--- config.mk ---
export PLATFORM = sky130hd
export DESIGN_NAME = riscv_mc_ctrl
export DESIGN_NICKNAME = d
export VERILOG_FILES = /design/src/rtl/riscv_pkg.sv /design/src/rtl/alu_dec.sv /design/src/rtl/riscv_mc_ctrl.sv
export SDC_FILE = /design/constraint.sdc
export NUM_CORES = 1
export LEC_CHECK = 0
export CAP_MARGIN = 20
export CORE_AREA = 8 8 56 58
export CTS_CLUSTER_DIAMETER = 40
export DETAILED_ROUTE_END_ITERATION = 7
export DIE_AREA = 0 0 64 66
export PLACE_DENSITY = 0.77
export SYNTH_ARGS = -nofsm -noshare
export SYNTH_HDL_FRONTEND = slang
export SYNTH_SLANG_ARGS = --single-unit
--- constraint.sdc ---
create_clock -name clk -period 2.1 [get_ports clk]
set_clock_uncertainty 0.1 [all_clocks]
set_input_delay 0.315 -clock clk [delete_from_list [all_inputs] [get_ports clk]]
set_output_delay 0.315 -clock clk [all_outputs]
set_load 0.01 [all_outputs]
--- src/rtl/riscv_pkg.sv ---
// rtl/riscv_pkg.sv - shared ALU codes, opcodes and FSM state encoding for the multicycle core
package riscv_pkg;

   localparam logic [3:0] ALU_AND = 4'b0000;
   localparam logic [3:0] ALU_OR  = 4'b0001;
   localparam logic [3:0] ALU_ADD = 4'b0010;
   localparam logic [3:0] ALU_SUB = 4'b0110;
   localparam logic [3:0] ALU_SLT = 4'b0100;
   localparam logic [3:0] ALU_XOR = 4'b0101;
   localparam logic [3:0] ALU_SRL = 4'b1000;
   localparam logic [3:0] ALU_SLL = 4'b1001;
   localparam logic [3:0] ALU_SRA = 4'b1010;

   localparam logic [6:0] OPC_R      = 7'b0110011;
   localparam logic [6:0] OPC_I      = 7'b0010011;
   localparam logic [6:0] OPC_LOAD   = 7'b0000011;
   localparam logic [6:0] OPC_STORE  = 7'b0100011;
   localparam logic [6:0] OPC_BRANCH = 7'b1100011;

   // Only word loads/stores are supported
   localparam logic [2:0] F3_WORD = 3'b010;
   localparam logic [2:0] F3_BEQ  = 3'b000;
   localparam logic [2:0] F3_BNE  = 3'b001;

   typedef enum logic [3:0] {
      ST_FETCH,
      ST_DECODE,
      ST_EX_R,
      ST_EX_I,
      ST_MEM_ADDR,
      ST_MEM_RD,
      ST_MEM_WR,
      ST_WB_ALU,
      ST_WB_MEM,
      ST_BRANCH,
      ST_TRAP
   } state_t;

endpackage

--- src/rtl/alu_dec.sv ---
// rtl/alu_dec.sv - maps funct3/funct7 bit 30 of an ALU instruction to an ALU op and a legal flag
module alu_dec
   import riscv_pkg::*;
(
   input  logic       is_r,
   input  logic [2:0] f3,
   input  logic       f7b,
   output logic [3:0] alu_op,
   output logic       legal
);

   // Funct decode; bit 30 selects SUB only for R-type, SRA for both R and I
   always_comb begin
      alu_op = ALU_ADD;
      legal  = 1'b1;
      case (f3)
         3'b000:  alu_op = (is_r && f7b) ? ALU_SUB : ALU_ADD;
         3'b001:  alu_op = ALU_SLL;
         3'b010:  alu_op = ALU_SLT;
         3'b100:  alu_op = ALU_XOR;
         3'b101:  alu_op = f7b ? ALU_SRA : ALU_SRL;
         3'b110:  alu_op = ALU_OR;
         3'b111:  alu_op = ALU_AND;
         default: legal  = 1'b0;
      endcase
   end

endmodule

--- src/rtl/riscv_mc_ctrl.sv ---
// rtl/riscv_mc_ctrl.sv - multicycle RV32I control FSM: fetch, decode, execute, memory, writeback
module riscv_mc_ctrl
   import riscv_pkg::*;
#(
   parameter bit RESET_TRAP = 1'b0
) (
   input  logic        clk,
   input  logic        rst,
   input  logic [31:0] instr,
   input  logic        zero,
   input  logic        mem_ready,
   output logic [3:0]  alu_op,
   output logic        alu_src_a,
   output logic [1:0]  alu_src_b,
   output logic        mem_read,
   output logic        mem_write,
   output logic        i_or_d,
   output logic        ir_write,
   output logic        pc_write,
   output logic        reg_write,
   output logic        mem_to_reg,
   output logic        pc_src,
   output logic        retire,
   output logic        illegal
);

   state_t     state;
   state_t     state_nxt;
   logic       bad_instr;
   logic [6:0] opcode;
   logic [2:0] f3;
   logic [3:0] dec_op;
   logic       dec_legal;

   assign opcode = instr[6:0];
   assign f3     = instr[14:12];

   alu_dec u_alu_dec (
      .is_r   (opcode == OPC_R),
      .f3     (f3),
      .f7b    (instr[30]),
      .alu_op (dec_op),
      .legal  (dec_legal)
   );

   // State register; reset abandons any in-flight memory handshake
   always_ff @(posedge clk) begin
      if (!rst) begin
         state <= ST_FETCH;
      end else begin
         state <= state_nxt;
      end
   end

   // Next-state and control decode; outputs not named in a state stay 0
   always_comb begin
      state_nxt  = state;
      bad_instr  = 1'b0;
      alu_op     = ALU_ADD;
      alu_src_a  = 1'b0;
      alu_src_b  = 2'd0;
      mem_read   = 1'b0;
      mem_write  = 1'b0;
      i_or_d     = 1'b0;
      ir_write   = 1'b0;
      pc_write   = 1'b0;
      reg_write  = 1'b0;
      mem_to_reg = 1'b0;
      pc_src     = 1'b0;
      retire     = 1'b0;
      illegal    = 1'b0;

      case (state)
         ST_FETCH: begin
            mem_read  = 1'b1;
            alu_src_b = 2'd1;
            if (mem_ready) begin
               ir_write  = 1'b1;
               pc_write  = 1'b1;
               state_nxt = ST_DECODE;
            end
         end
         ST_DECODE: begin
            // PC + imm lands in ALUOut as the speculative branch target
            alu_src_b = 2'd2;
            case (opcode)
               OPC_R: begin
                  if (dec_legal) state_nxt = ST_EX_R;
                  else           bad_instr = 1'b1;
               end
               OPC_I: begin
                  if (dec_legal) state_nxt = ST_EX_I;
                  else           bad_instr = 1'b1;
               end
               OPC_LOAD, OPC_STORE: state_nxt = ST_MEM_ADDR;
               OPC_BRANCH:          state_nxt = ST_BRANCH;
               default:             bad_instr = 1'b1;
            endcase
         end
         ST_EX_R: begin
            alu_src_a = 1'b1;
            alu_op    = dec_op;
            state_nxt = ST_WB_ALU;
         end
         ST_EX_I: begin
            alu_src_a = 1'b1;
            alu_src_b = 2'd2;
            alu_op    = dec_op;
            state_nxt = ST_WB_ALU;
         end
         ST_WB_ALU: begin
            reg_write = 1'b1;
            retire    = 1'b1;
            state_nxt = ST_FETCH;
         end
         ST_MEM_ADDR: begin
            alu_src_a = 1'b1;
            alu_src_b = 2'd2;
            if (f3 == F3_WORD) begin
               state_nxt = (opcode == OPC_LOAD) ? ST_MEM_RD : ST_MEM_WR;
            end else begin
               bad_instr = 1'b1;
            end
         end
         ST_MEM_RD: begin
            mem_read = 1'b1;
            i_or_d   = 1'b1;
            if (mem_ready) state_nxt = ST_WB_MEM;
         end
         ST_WB_MEM: begin
            reg_write  = 1'b1;
            mem_to_reg = 1'b1;
            retire     = 1'b1;
            state_nxt  = ST_FETCH;
         end
         ST_MEM_WR: begin
            mem_write = 1'b1;
            i_or_d    = 1'b1;
            if (mem_ready) begin
               retire    = 1'b1;
               state_nxt = ST_FETCH;
            end
         end
         ST_BRANCH: begin
            alu_src_a = 1'b1;
            alu_op    = ALU_SUB;
            pc_src    = 1'b1;
            retire    = 1'b1;
            state_nxt = ST_FETCH;
            case (f3)
               F3_BEQ:  pc_write  = zero;
               F3_BNE:  pc_write  = !zero;
               default: bad_instr = 1'b1;
            endcase
         end
         ST_TRAP: begin
            illegal = 1'b1;
         end
         default: state_nxt = ST_FETCH;
      endcase

      // Illegal instruction: either park in TRAP or retire it as a NOP
      if (bad_instr) begin
         if (RESET_TRAP) begin
            state_nxt = ST_TRAP;
            retire    = 1'b0;
         end else begin
            state_nxt = ST_FETCH;
            retire    = 1'b1;
         end
      end

      // Reset overrides every enable regardless of state
      if (!rst) begin
         alu_op     = ALU_ADD;
         alu_src_a  = 1'b0;
         alu_src_b  = 2'd0;
         mem_read   = 1'b0;
         mem_write  = 1'b0;
         i_or_d     = 1'b0;
         ir_write   = 1'b0;
         pc_write   = 1'b0;
         reg_write  = 1'b0;
         mem_to_reg = 1'b0;
         pc_src     = 1'b0;
         retire     = 1'b0;
         illegal    = 1'b0;
      end
   end

endmodule

Word level (Yosys, flattened, before mapping)
Index checks and enable logic that the tools add are counted.
{"block": "word_totals", "reg_bits": 4, "in_bits": 36, "output_inout_bits": 17, "elab_cells": 96}
{"block": "classes", "eq_ne": 28, "muxes": 47, "bitwise_logic": 2, "reduce_logical": 18}
{"op": "one-hot mux 4 bit (7 select lines)", "count": 2}
{"op": "two-way mux 4 bit", "count": 7}
{"op": "two-way mux 1 bit", "count": 26}
{"op": "equality test 4 x 3 -> 1 bit, second input constant", "count": 4}
{"op": "one-hot mux 4 bit (4 select lines)", "count": 1}
{"op": "OR reduction 2 bit", "count": 8}
{"op": "equality test 7 x 6 -> 1 bit, second input constant", "count": 2}
{"op": "equality test 3 bit, second input constant", "count": 4}
{"op": "equality test 4 bit, second input constant", "count": 3}
{"op": "OR reduction 3 bit", "count": 3}
{"op": "equality test 4 x 2 -> 1 bit, second input constant", "count": 2}
{"op": "!= test 2 bit, second input constant", "count": 4}
{"op": "one-hot mux 1 bit (2 select lines)", "count": 4}
{"op": "one-hot mux 4 bit (2 select lines)", "count": 1}
{"op": "AND reduction 8 bit", "count": 1}
{"op": "equality test 7 x 2 -> 1 bit, second input constant", "count": 1}
{"op": "equality test 7 x 5 -> 1 bit, second input constant", "count": 1}
{"op": "equality test 7 bit, second input constant", "count": 1}
{"op": "OR reduction 7 bit", "count": 1}
{"op": "two-way mux 2 bit", "count": 3}
{"op": "!= test 3 bit, second input constant", "count": 2}
{"op": "!= test 5 x 2 -> 1 bit, second input constant", "count": 1}
{"op": "equality test 4 x 1 -> 1 bit, second input constant", "count": 1}
{"op": "zero test 4 bit", "count": 1}
{"op": "other kinds (10)", "count": 11}

Logic depth before layout (Yosys ltp)
Gate-level depths: netlist of run 1.
{"block": "logic_depth", "word_depth": 8, "mapped_depth": 6, "depth_no_buf": 5}

Modules after synthesis
Synthesis of run 1 repeated with hierarchy kept, for this count alone.
{"block": "unflattened", "hier_cells": 107, "hier_area_um2": 700.7}
{"mod": "riscv_mc_ctrl", "instances": 1, "cells_each": 97, "area_each_um2": 629.4}
{"mod": "alu_dec", "instances": 1, "cells_each": 10, "area_each_um2": 71.3}

Worst setup path after synthesis of run 1
OpenSTA, ideal clock, no wires.
{"block": "synth_path", "path_type": "register -> output", "startpoint": "register state[2]", "endpoint": "output pc_write", "t_arrival_ps": 1497, "path_slack_ps": 188, "stages_incl_launch_ff": 7, "path_buffers": 1, "path_cell_list": "dfxtp_1 clkbuf_1 nor2_1 nand2_1 nor3_1 and2_1 a31o_2"}
{"block": "synth_via", "elab_chain_len": 3, "word_cells_on_any_way": 4}
{"item": "start: declaration", "line": "riscv_mc_ctrl.sv:27", "rtl": "state_t state;"}
{"item": "start signal: assignment", "line": "riscv_mc_ctrl.sv:51", "rtl": "state <= state_nxt;"}
{"item": "equality test 4 bit / zero test 4 bit (equally long branches)", "line": "riscv_mc_ctrl.sv:73", "rtl": "case (state)"}
{"item": "one-hot mux 1 bit (2 select lines) *", "line": "riscv_mc_ctrl.sv:73"}
{"item": "two-way mux 1 bit *", "line": "riscv_mc_ctrl.sv:174", "rtl": "if (!rst) begin"}
{"item": "end: declaration", "line": "riscv_mc_ctrl.sv:19", "rtl": "output logic pc_write,"}
Mark *: on every way between the ends. The rest lies on a longest branch, timed or not.

Worst setup path in the final report of run 1
{"block": "layout_path", "startpoint": "register state[3]", "endpoint": "output retire"}
{"block": "layout_via", "elab_chain_len": 5, "word_cells_on_any_way": 11}
{"item": "equality test 4 bit / equality test 4 x 3 -> 1 bit (equally long branches)", "line": "riscv_mc_ctrl.sv:73"}
{"item": "OR reduction 3 bit (no line)"}
{"item": "one-hot mux 1 bit (2 select lines)", "line": "riscv_mc_ctrl.sv:73"}
{"item": "two-way mux 1 bit *", "line": "riscv_mc_ctrl.sv:163", "rtl": "if (bad_instr) begin"}
{"item": "two-way mux 1 bit *", "line": "riscv_mc_ctrl.sv:174"}
{"item": "end: declaration", "line": "riscv_mc_ctrl.sv:23", "rtl": "output logic retire,"}
Marked as above.

==> results of run 1 <==
## worst max-delay path, delay by kind of cell (launching register included)
kind | cells | cell delay (ps)
flops | 1 | 360
buf+inv | 1 | 160
compound gates | 3 | 440
simple gates | 1 | 530
## logic make-up (layout without fill, tap and decap cells)
| logic type | after synthesis | in the layout | share of synthesized area, % |
|---|---|---|---|
| and+or+nand+nor | 54 | 54 | 45.0 |
| AOI/OAI and AO/OA | 32 | 32 | 31.5 |
| buffers and inverters | 11 | 70 | 6.54 |
| DFF | 4 | 4 | 10.7 |
| xor gates and xnor gates | 3 | 3 | 3.52 |
| muxes | 2 | 2 | 2.68 |
## worst min path at each step
stage	endpoint	slack [ps]	cells past startpoint
after floorplan	state[0]	400	2
after global placement	state[2]	530	2
after detailed placement	state[2]	540	2
after CTS	state[2]	520	2
after global routing	state[0]	540	4
final	state[0]	510	4
## power by group through the flow
stage / Combinational (mW) / Sequential (mW) / Clock, mW
6_report: 0.636 / 0.108 / 0.0950
5_1_grt: 0.687 / 0.108 / 0.104
4_1_cts: 0.620 / 0.106 / 0.0972
3_5_place_dp: 0.614 / 0.107 / 0
3_3_place_gp: 0.602 / 0.107 / 0
2_1_floorplan: 0.329 / 0.104 / 0
## through the flow
step                setup TNS, ps  instances
CTS                          -154        195
detailed placement          -3630        191
finish                      -22.2        195
floorplan                       0        106
global route                 -141        195
global placement            -3370        191
## cell usage after synthesis (3+ instances only)
master,n,area [sq um]
nand2_1,6,22.5
a21oi_1,3,15.0
clkbuf_1,7,26.3
inv_1,3,11.3
nor2_1,14,52.6
nor3b_1,4,30.0
a211oi_1,4,30.0
o21ai_0,5,25.0
nor3_1,3,15.0
and2_1,3,18.8
dfxtp_1,4,80.1
nand2b_1,7,43.8
## what timing repair did
item | CTS | global route
setup endpoints to repair | 17 | 8
pin swaps | 2 | 1
resized for setup | 46 | 8
hold buffers | 0 | 0
setup buffers | 1 | 0
cloned | 0 | 0
## cells in the final DEF (no fill, tap or decap), types with 2 or more instances in the layout
master and n:
buf_4 33, clkdlybuf4s50_1 13, nor2_1 11, dlygate4sd2_1 8, nand2b_1 7, nand2_1 5, o21ai_0 5, inv_1 3
and2_1 3, a211oi_1 3, a21oi_1 3, clkbuf_4 3, buf_2 3, buf_6 3, nor2_2 2, mux2i_1 2
nand4b_1 2, nor2b_1 2, nor3b_2 2, a21boi_1 2, xor2_1 2, a31o_2 2, nor3b_1 2, nor4b_1 2
or4b_1 2, nand3_1 2, dlymetal6s2s_1 2, clkbuf_2 2, dfxtp_1 2
## layer usage
metal / wire length (um) / vias up / global-route usage [%]
li1: - / 518 / -
met1: 1150 / 497 / 14.4
met2: 1580 / 39 / 25.5
met3: 149 / 2 / 2.37
met4: 16 / 0 / 3.34
met5: 0 / - / 0
## area by class of cell
cell class | count | area (sq um)
Timing Repair Buffer | 64 | 532
Inverter | 3 | 11.3
Tap cell | 30 | 37.5
Multi-Input combinational cell | 91 | 674
Clock buffer | 3 | 22.5
Fill cell | 209 | 957
Sequential cell | 4 | 85.1
==> key figures, run 1 <==
Outcome
  • Outcome: complete, but fails checks
  • Failing checks: setup timing

Power and ir drop
  • Clock power frac: roughly 11%
  • Sw Pwr: approximately 0.36 mW
  • Pwr Density: between 600 and 700 nW/um^2
  • Static Leak: ~0.6 nW
  • Worst VDD drop: around 0.00044 V
  • Pint: 0.475 mW
  • Share of power burned in combinational logic: ~76%
  • Switching part of the total power: 43.3%
  • Seq pwr share: 12.8%
  • Total power: between 0.8 and 0.9 mW

Critical path
  • Crit. End Element: primary output
  • Setup slack, reg-to-reg: around 210 ps
  • Crit path DAT: between 1500 and 2000 ps
  • R2R depth: 6
  • CP max FO: 5
  • Worst path cell trace: or4b_4 -> o32ai_1 -> a31oi_2 -> a21boi_1 -> clkbuf_2
  • Slowest cell on crit path: or4b_4
  • Critical path launch point type: register
  • Crit-path max cell delay: 530 ps
  • Worst EP required: between 1500 and 2000 ps
  • Reg2reg start: state[2]
  • Reg-to-reg critical path endpoint: state[2]
  • Crit path to: retire
  • Setup crit start: state[3]
  • Crit Path Category: register to primary output

Synthesis
  • Ys Warns: 0
  • Mapped Avg Cell Area: a little over 7 sq um
  • Post-Syn Nets: about 140
  • EDFF count, synth: 0
  • Post-Syn Area: 746 sq um
  • Register area share after synthesis: a little over a tenth
  • Post-Syn Instances: approximately 110
  • Ys async rst share: 0%
  • Number of synthesized register bits: 4
  • Top_reg_cell synth: dfxtp_1
  • Yosys cell types: 45

Floorplan
  • Rows: 18
  • # IOs: between 50 and 60
  • Die span in x: about 64 um
  • Core area: 2320 sq um
  • Initial Util: between 30% and 40%
  • Die area: approximately 4200 sq um
  • Die Ht: roughly 66 um

STA
  • Max-slew headroom: between 70 and 80%
  • Setup violators final: 1
  • Worst Max-Slew Pin Slew: 333 ps
  • Final Hold Fails: 0
  • RSZ-0062 raised after global routing: true
  • Fin crit share: 101%
  • Max-slew violations: 0
  • Highest clock rate: 471 MHz
  • Setup WS post-layout: -22.2 ps
  • Final hold slack: 512 ps
  • Post-route minimum period: ~2100 ps

CTS
  • Clock transition at path regs: ~40 ps
  • CTS tree: done
  • Max Root-Sink Buffers: 2
  • Later-pin clock latency in the skew report: between 200 and 250 ps
  • CTS buffer count: 3
  • CTS sink count: 4
  • H-tree levels: 1
  • Clk root buf: clkbuf_4

Placement
  • Final HPWL DP: about 2.2 mm
  • Placed cell areas: approximately 1300 sq um
  • Place WS: -465 ps
  • GP Congestion: 0.909
  • Port Buffer Count: 31

Cells and area
  • Layout Nets: 203
  • Reg with most FFs: state
  • Max reg flops: 4
  • Top Registers: state (4)
  • Antenna cell count: 0
  • Finished layout cell area: roughly 1400 sq um
  • Share of post-route cells with drive strength above 1: approximately two fifths
  • Syn-to-layout area delta: 82.7%
  • Post-route core utilization: between 50% and 60%

Route
  • Detailed-route via count: 1056
  • DR iter-0 viols: 60
  • DRT Wirelength: about 2.9 mm
  • DR WL/cell: approximately 15 um
  • Antenna Violating Nets Remaining: 0
  • DRC viols: 0
  • Vias per cell: 5.42
  • Pre-Repair DR Iteration Count: 4

Run
  • Max_cap viols: 0

Min path
  • Critical hold path startpoint: rst
  • Hold WC Path Type: input port to register

Global route
  • Total grt overflow: 0
  • Tot GR Track Use: 13.2%
  • Initial antenna violation count: 0
  • Vias in the first global route: just under 1000
  • First-pass GRT wire length: ~4.7 mm
  • Maximum number of pins on one net before global-route repair: 14
Power figures use the tool's default switching activity.
==> run 2: changes to the inputs <==
--- a/config.mk
+++ b/config.mk
@@ -10,6 +10,7 @@
 export CTS_CLUSTER_DIAMETER = 40
 export DETAILED_ROUTE_END_ITERATION = 7
 export DIE_AREA = 0 0 64 66
+export HOLD_SLACK_MARGIN = 0.1
 export PLACE_DENSITY = 0.77
 export SYNTH_ARGS = -nofsm -noshare
 export SYNTH_HDL_FRONTEND = slang
==> results of run 2 <==
Same layout as run 1: the final DEF is identical, and so are final timing and power.
==> run 3: changes to the inputs <==
--- a/config.mk
+++ b/config.mk
@@ -6,12 +6,13 @@
 export NUM_CORES = 1
 export LEC_CHECK = 0
 export CAP_MARGIN = 20
-export CORE_AREA = 8 8 56 58
+export CORE_AREA = 2 2 50 52
 export CTS_CLUSTER_DIAMETER = 40
 export DETAILED_ROUTE_END_ITERATION = 7
-export DIE_AREA = 0 0 64 66
+export DIE_AREA = 0 0 52 54
 export HOLD_SLACK_MARGIN = 0.1
 export PLACE_DENSITY = 0.77
+export SETUP_SLACK_MARGIN = 0.15
 export SYNTH_ARGS = -nofsm -noshare
 export SYNTH_HDL_FRONTEND = slang
 export SYNTH_SLANG_ARGS = --single-unit
==> run 3 against run 2 <==
The flow now finishes without violations; global-route usage is 7.6 points higher; die area shrank 34%; clock power increased by 0.6%; non-clock buffer count rose by 5; utilization increased by 4.4 points; power grew 10%; final cell count rose by 2.6%; critical path type unchanged; critical endpoint unchanged.
==> key figures, run 3 (synthesized netlist as in run 1, its figures left out) <==
Power and ir drop
  • Static Leak: 0.690 nW (was 0.608 nW)
  • Worst VDD drop: 0.000433 V (was 0.000440 V)
  • Pwr Density: 630 nW/um^2 (was 615 nW/um^2)

Critical path
  • R2R depth: 7 (was 6)
  • CP max FO: 5 (unchanged)
  • Critical path launch point type: register (unchanged)
  • Worst EP required: 1680 ps (about the same)
  • Crit. End Element: primary output (unchanged)
  • Crit path DAT: 1580 ps (was 1710 ps)
  • Crit Path Category: register to primary output (unchanged)

STA
  • Final Hold Fails: 0 (unchanged)
  • Post-route minimum period: 2000 ps (was 2120 ps)
  • RSZ-0062 raised after global routing: true (unchanged)
  • Setup WS post-layout: 104 ps (was -22.2 ps)
  • Fin crit share: 95.1% (was 101%)
  • Worst Max-Slew Pin Slew: 485 ps (was 333 ps)
  • Max-slew violations: 0 (unchanged)
  • Max-slew headroom: 67.5% (was 77.6%)
  • Setup violators final: 0 (was 1)
  • Highest clock rate: 501 MHz (was 471 MHz)

Floorplan
  • # IOs: 53 (unchanged)
  • Core area: 2320 sq um (unchanged)
  • Die span in x: 52 um (was 64 um)
  • Rows: 18 (unchanged)
  • Die area: 2810 sq um (was 4220 sq um)
  • Die Ht: 54 um (was 66 um)
  • Initial Util: 32.1% (unchanged)

Route
  • DRC viols: 0 (unchanged)
  • Antenna Violating Nets Remaining: 0 (unchanged)
  • DRT Wirelength: 2.91 mm (was 2.90 mm)
  • Highest metal used: met4 (unchanged)
  • Detailed-route via count: 1099 (was 1056)
  • Met3 routed WL: 114 um (was 149 um)
  • Metal2 WL: 1.54 mm (was 1.58 mm)
  • DR iter-0 viols: 28 (was 60)
  • Met1 wire length: 1.21 mm (was 1.15 mm)
  • DR WL/cell: 14.6 um (was 14.8 um)
  • Vias per cell: 5.50 (was 5.42)
  • Pre-Repair DR Iteration Count: 4 (unchanged)

Global route
  • First-pass GRT wire length: 4.46 mm (was 4.69 mm)
  • Vias in the first global route: 991 (was 989)
  • Initial antenna violation count: 0 (unchanged)
  • Maximum number of pins on one net before global-route repair: 14 (unchanged)
  • Total grt overflow: 0 (unchanged)
  • Tot GR Track Use: 20.8% (was 13.2%)

Placement
  • Final HPWL DP: 2.03 mm (was 2.19 mm)
  • GP Congestion: 0.997 (was 0.909)
  • Placed Cells incl. Taps: 192 (was 191)
  • Port Buffer Count: 31 (unchanged)
  • Place WS: -434 ps (was -465 ps)

Min path
  • Hold WC Path Type: input port to register (unchanged)
  • Hold Path Depth: 6 (was 4)

Cells and area
  • Syn-to-layout area delta: 96.3% (was 82.7%)
  • Max reg flops: 4 (unchanged)
  • Antenna cell count: 0 (unchanged)
  • Filler Cells Inserted: 176 (was 209)
  • Non-Filler Instances: 200 (was 195)
  • Share of post-route cells with drive strength above 1: 50.0% (was 38.8%)
  • Reg with most FFs: state (unchanged)
  • Most common cell after layout, fill and taps aside: buf_4 (unchanged)
  • Register Area: 83.8 sq um (was 85.1 sq um)
  • Most frequent cells in the layout: buf_4, dlygate4sd2_1, nor2_1, buf_2 (was buf_4, clkdlybuf4s50_1, nor2_1, dlygate4sd2_1, nand2b_1)
  • Layout Nets: 208 (was 203)
  • Top Registers: state (4) (unchanged)
  • Multi-input gate area in the final layout: 759 sq um (was 674 sq um)
  • Post-route core utilization: 63.1% (was 58.7%)

CTS
  • Later-pin clock latency in the skew report: 240 ps (was 230 ps)
  • Clk root buf: clkbuf_4 (unchanged)
  • Clock transition at path regs: 40 ps (about the same)
  • H-tree levels: 1 (unchanged)
  • Max Root-Sink Buffers: 2 (unchanged)
  • CTS tree: done (unchanged)
  • CTS sink count: 4 (unchanged)
  • CTS Hold Bufs: 0 (unchanged)
  • CTS buffer count: 3 (unchanged)

Outcome
  • Outcome: complete, no violations (was complete, but fails checks)

Run
  • Max_cap viols: 0 (unchanged)
run 3: changes by cell type in the layout (fill, tap and decap cells not counted), sizes merged:
cell	previous run	this run
clkdlybuf4s50	13	2
buf	39	46
dlygate4sd2	8	13
dlymetal6s2s	2	4
clkbuf	5	6
clkdlybuf4s15	0	1
run 3: metrics by stage:
step,setup TNS (ps),area [sq um],power (mW),hold slack [ps]
2_1_floorplan,0,746,0.432,403
3_3_place_gp,-3300,1300,0.717,654
3_5_place_dp,-3680,1300,0.731,656
4_1_cts,0,1400,0.844,655
5_1_grt,0,1460,0.990,649
6_report,0,1460,0.923,608
run 3: layer usage:
metal,up-vias,global-route usage (%)
li1,531,-
met1,524,24.8
met2,38,40.7
met3,6,0.833
met4,0,4.82
met5,-,0
run 3: power by group:
| group | leakage [nW] | internal (mW) | switching, mW |
|---|---|---|---|
| logic | 0.642 | 0.363 | 0.351 |
| clock network | 0.0138 | 0.0639 | 0.0317 |
| registers | 0.0341 | 0.0948 | 0.0181 |
run 3: final timing paths:
check | endpoint | slack, ps | startpoint
max | retire | 100 | state[1]
min reg2reg | state[2] | 660 | state[2]
max reg2reg | state[2] | 140 | state[3]
min | state[0] | 610 | mem_ready
run 3: cell type report:
cell class / instances / share of cell area, %
clock buffer: 3 / 1.54
inverter: 3 / 0.769
multi-input combinational: 91 / 51.9
sequential: 4 / 5.73
tap: 30 / 2.56
timing repair buffer: 69 / 37.5
run 3: repair_timing:
item	CTS	global route
gates cloned	0	0
hold endpoints to repair	0	0
pin swaps	12	10
setup endpoints to repair	19	15
resized for setup	70	28
buffers inserted	3	2
run 3: worst max-delay path, cell delays in order (launching register included):
cell and delay (ps):
dfxtp_2 350, or4b_4 510, o32ai_2 100, a31oi_1 80, a21boi_1 150, buf_2 150
